[src/rtl/toggle_sync_pkg.sv]
// Shared definitions for the toggle-handshake receiver and its synchronizer.
package toggle_sync_pkg;

    localparam int unsigned DEFAULT_DATA_WIDTH = 8;
    localparam int unsigned COUNT_WIDTH        = 8;

    typedef enum logic {
        ST_IDLE  = 1'b0,
        ST_VALID = 1'b1
    } state_e;

endpackage

[src/rtl/sync_chain.sv]
// Single-bit multi-flop synchronizer; also used by the sender to bring the ack back.
module sync_chain #(
    parameter int unsigned SYNC_STAGES = 2
) (
    input  logic Clk_In,
    input  logic Reset_In,
    input  logic D_In,
    output logic Q_Out
);

    logic [SYNC_STAGES-1:0] sync_q;

    always_ff @(posedge Clk_In or posedge Reset_In) begin
        if (Reset_In) begin
            sync_q <= '0;
        end else begin
            sync_q <= {sync_q[SYNC_STAGES-2:0], D_In};
        end
    end

    assign Q_Out = sync_q[SYNC_STAGES-1];

endmodule

[src/rtl/toggle_sync_receiver.sv]
// Receiving end of the toggle handshake: synchronizes the request toggle, captures the
// word, offers it on valid/ready and returns an ack toggle once it has been accepted.
module toggle_sync_receiver
    import toggle_sync_pkg::*;
#(
    parameter int unsigned DATA_WIDTH  = DEFAULT_DATA_WIDTH,
    parameter int unsigned SYNC_STAGES = 2
) (
    input  logic                   Clk_In,
    input  logic                   Reset_In,
    input  logic                   Req_Toggle_In,
    input  logic [DATA_WIDTH-1:0]  Data_In,
    input  logic                   Ready_In,
    output logic                   Valid_Out,
    output logic [DATA_WIDTH-1:0]  Data_Out,
    output logic                   Ack_Toggle_Out,
    output logic [COUNT_WIDTH-1:0] Event_Count_Out,
    output logic                   Overrun_Out
);

    state_e                 state_q, state_d;
    logic [DATA_WIDTH-1:0]  data_q, data_d;
    logic                   req_seen_q, req_seen_d;
    logic                   ack_q, ack_d;
    logic [COUNT_WIDTH-1:0] count_q, count_d;
    logic                   overrun_q, overrun_d;
    logic                   req_sync;
    logic                   new_req;

    sync_chain #(
        .SYNC_STAGES (SYNC_STAGES)
    ) u_req_sync (
        .Clk_In   (Clk_In),
        .Reset_In (Reset_In),
        .D_In     (Req_Toggle_In),
        .Q_Out    (req_sync)
    );

    assign new_req = (req_sync != req_seen_q);

    always_comb begin
        state_d    = state_q;
        data_d     = data_q;
        req_seen_d = req_seen_q;
        ack_d      = ack_q;
        count_d    = count_q;
        overrun_d  = overrun_q;
        unique case (state_q)
            ST_IDLE: begin
                if (new_req) begin
                    data_d     = Data_In;
                    req_seen_d = req_sync;
                    state_d    = ST_VALID;
                end
            end
            ST_VALID: begin
                // req_seen is left alone so a second extra toggle cancels the first.
                if (new_req) begin
                    overrun_d = 1'b1;
                end
                if (Ready_In) begin
                    ack_d   = ~ack_q;
                    count_d = count_q + COUNT_WIDTH'(1);
                    state_d = ST_IDLE;
                end
            end
            default: state_d = ST_IDLE;
        endcase
    end

    always_ff @(posedge Clk_In or posedge Reset_In) begin
        if (Reset_In) begin
            state_q    <= ST_IDLE;
            data_q     <= '0;
            req_seen_q <= 1'b0;
            ack_q      <= 1'b0;
            count_q    <= '0;
            overrun_q  <= 1'b0;
        end else begin
            state_q    <= state_d;
            data_q     <= data_d;
            req_seen_q <= req_seen_d;
            ack_q      <= ack_d;
            count_q    <= count_d;
            overrun_q  <= overrun_d;
        end
    end

    assign Valid_Out       = (state_q == ST_VALID);
    assign Data_Out        = data_q;
    assign Ack_Toggle_Out  = ack_q;
    assign Event_Count_Out = count_q;
    assign Overrun_Out     = overrun_q;

endmodule

[config.mk]
export PLATFORM = sky130hd
export DESIGN_NAME = toggle_sync_receiver
export DESIGN_NICKNAME = d
export VERILOG_FILES = /design/src/rtl/toggle_sync_pkg.sv /design/src/rtl/sync_chain.sv /design/src/rtl/toggle_sync_receiver.sv
export SDC_FILE = /design/constraint.sdc
export NUM_CORES = 1
export LEC_CHECK = 0
export BUFFER_PORTS_ARGS = -buffer_cell sky130_fd_sc_hd__buf_2
export CORE_AREA = 8 8 60 62
export CTS_CLUSTER_DIAMETER = 80
export DETAILED_ROUTE_END_ITERATION = 16
export DIE_AREA = 0 0 68 70
export PLACE_DENSITY = 0.55
export SLEW_MARGIN = 20
export SYNTH_ARGS = -nofsm -noshare
export SYNTH_HDL_FRONTEND = slang
export SYNTH_SLANG_ARGS = --single-unit
[constraint.sdc]
create_clock -name Clk_In -period 1.4 [get_ports Clk_In]
set_input_delay 0.14 -clock Clk_In [delete_from_list [all_inputs] [get_ports Clk_In]]
set_output_delay 0.14 -clock Clk_In [all_outputs]
set_load 0.02 [all_outputs]
==> metrics <==
Setup Viol. Count Final=0; CTS max path bufs=2; Worst Hold Class=in -> reg; max-slew violation count=0; RSZ-0062 raised after global routing=no; leading post-synthesis cells by cell area=dfrtp_1, mux2_4, xnor2_1; worst hold endpoint=Data_Out[7]; count of different cell masters after synthesis=19; gr ovfl total=0; pwr dens=2431 nW/um^2; clock-pin slew on the worst setup and hold paths=around 0.13 ns; # rows=19; Largest stage delay, worst path=a little over 0.4 ns; post-route clock skew=approximately 0.005 ns; clk_lat worst skew=just over 0.3 ns; WP buf/inv=1; Synth Area per Inst=around 15 um^2; worst slack at placement=0.09345 ns; 1st-iter DRT viols=12; Hold Vio Cnt, Final=0; initial antenna violation count=0; crit path launch type=register; routability congestion estimate=0.7130; hold path cells=2; Final HPWL DP=between 1000 and 1500 um; clock sinks=22; area leader, netlist=dfrtp_1; Ys Warns=0; CP cell instances=xor2_1 > and2b_2 > buf_12 > mux2_4; Core ar.=around 2700 um^2; crit path kind=reg -> reg; Synth top cells by count=dfrtp_1, mux2_4, xnor2_1; slowest CP cell=dfrtp_1; global-route wire length before repair=between 2000 and 3000 um; worst path required time=roughly 1.6 ns; Final Critical Period=roughly 1.3 ns; router iterations before antenna repair=2; # nets final=between 100 and 150; largest net degree at the start of global routing=23; FFs w/ async S/R, synth=100.0%; Primary FF master, synth=dfrtp_1; critical path's top delay family=flip-flops; most common cell in the netlist=dfrtp_1; post-synth top area share=a little over 60%; final setup TNS=0 ns; I/O pins=31; status=finished, final reports clean; critical path data arrival time=around 1.5 ns; GRT Total Usage=7.853%; Syn Std Cell Area=around 900 um^2; vias=between 500 and 600; Antenna Cells=0; Layout Utilization=about 45%; Via density=~4.4; flop2flop setup slack=a little under 0.08 ns; synthesis-to-layout area growth=33.29%; number of port buffers=30; # DRC=0; sequential element share of the synthesized area=between 60 and 70%; Hold Startpoint=Data_In[7]; Post-DRT Antenna Nets=0; critical path launch point=u_req_sync.sync_q[1]; Max-Cap Viols=0; capturing point of the worst reg2reg path=Data_Out[2]; Pleak=roughly 0.59 nW; cell depth of the worst flop-to-flop path=4; Final WS setup=between 0.07 and 0.08 ns; htree depth=1; worst-path fanout max=8; relative slew slack=between 80 and 90%; number of synthesized flops with an enable pin=0; Worst Max-Slew Pin Slew=about 0.28 ns; Root Buffer=clkbuf_4; Chip Width=68 um; number of buffers created by CTS=3; Syn Nets=73; CTS tree=built; layout cells sized above 1=51.52%; WL per Instance=~13 um; number of synthesized register bits=22; # fillers=around 260; Die Ht=roughly 70 um; Crit Reg-Reg Startpoint=u_req_sync.sync_q[1]; Final Cycle Share=between 90% and 100%; Mapped Cells=60; vias in the first global route=617; Detailed Route WL=around 1700 um; Peak VDD IR=0.001224 V; Starting Density=between 30% and 40%; CP Capture Type=register; fmax=755.9 MHz; die area=roughly 4800 um^2
## per-layer routing
| layer | GRT usage [%] | wire, um |
|---|---|---|
| met4 | 4.328 | 14 |
| met2 | 10.75 | 718 |
| met3 | 3.509 | 197 |
| met5 | 0 | 0 |
| met1 | 9.867 | 818 |
## where the power goes
part / switching [W] / internal [W] / total [W]
clock network: 0.000200 / 0.000289 / 0.000490
logic: 0.000647 / 0.000666 / 0.00131
registers: 0.000193 / 0.000891 / 0.00108
total: 0.00104 / 0.00185 / 0.00289
## final cells by class
class	instances	area, um^2	area share (%)
sequential	22	550.5	46.36
clock inverter	1	30.03	2.529
clock buffer	3	22.52	1.897
tap	31	38.79	3.267
multi-input combinational	35	321.6	27.08
timing repair buffer	37	220.2	18.55
inverter	1	3.754	0.3161
## metrics by stage
stage                     instances  area [um^2]  power, W  hold WS, ns
after floorplan                  60        890.9  0.001975       0.1292
after global placement          124         1114  0.002413       0.1881
after detailed placement        124         1114  0.002427       0.1911
after CTS                       130         1186  0.002934      0.03330
after global routing            130         1187  0.003093      0.02076
final                           130         1187  0.002887      0.04928
## cell usage in the layout (no fill, tap or decap)
cell type	instances
buf_2	30
dfrtp_1	22
mux2_4	8
xnor2_1	6
buf_4	4
nand2_1	3
xor2_1	3
nand3_1	3
clkbuf_4	3
mux2_2	2
nand4_1	2
dlygate4sd3_1	2
and2b_2	1
o21a_1	1
inv_1	1
and3_1	1
and4_1	1
nor2_1	1
a21o_2	1
nor3_1	1
ha_1	1
bufinv_16	1
buf_12	1
## worst register-to-register path: stages, from the launching register on
cell     delay, ns
dfrtp_1       0.41
xor2_1        0.17
and2b_2       0.21
buf_12        0.14
mux2_4        0.29
## cells by family (layout without fill, tap and decap cells)
kind of cell | after synthesis | in the layout | share of synthesized area (%)
XOR/XNOR | 9 | 9 | 8.849
buffers and inverters | 3 | 42 | 2.246
AND/OR/NAND/NOR | 13 | 13 | 7.864
multiplexers | 10 | 10 | 16.01
AO/OA/AOI/OAI | 2 | 2 | 1.826
adder cells (fa/ha/maj) | 1 | 1 | 1.404
flip-flops | 22 | 22 | 61.80
## how the worst max path moves through the flow
stage | to | slack [ns] | depth (start not counted)
after floorplan | Data_Out[0] | 0.03 | 4
after global placement | Data_Out[3] | 0.12 | 4
after detailed placement | Data_Out[1] | 0.09 | 4
after CTS | Data_Out[6] | 0.08 | 4
after global routing | Data_Out[2] | 0.0007 | 4
final | Data_Out[2] | 0.08 | 4
## sequential cells by signal (all words and copies together), names as in the netlist
| register | flops |
|---|---|
| Overrun_Out | 1 |
| Valid_Out | 1 |
| req_seen_q | 1 |
| Event_Count_Out | 8 |
| Data_Out | 8 |
| Ack_Toggle_Out | 1 |
| u_req_sync.sync_q | 2 |
## repair_timing
item | 4_1_cts | 5_1_grt
gates resized for setup | 0 | 1
hold buffers | 2 | 0
hold endpoints to repair | 23 | 0
buffers inserted | 0 | 0
setup endpoints to repair | 0 | 8
Note: power is estimated with default switching activity, not from simulation.
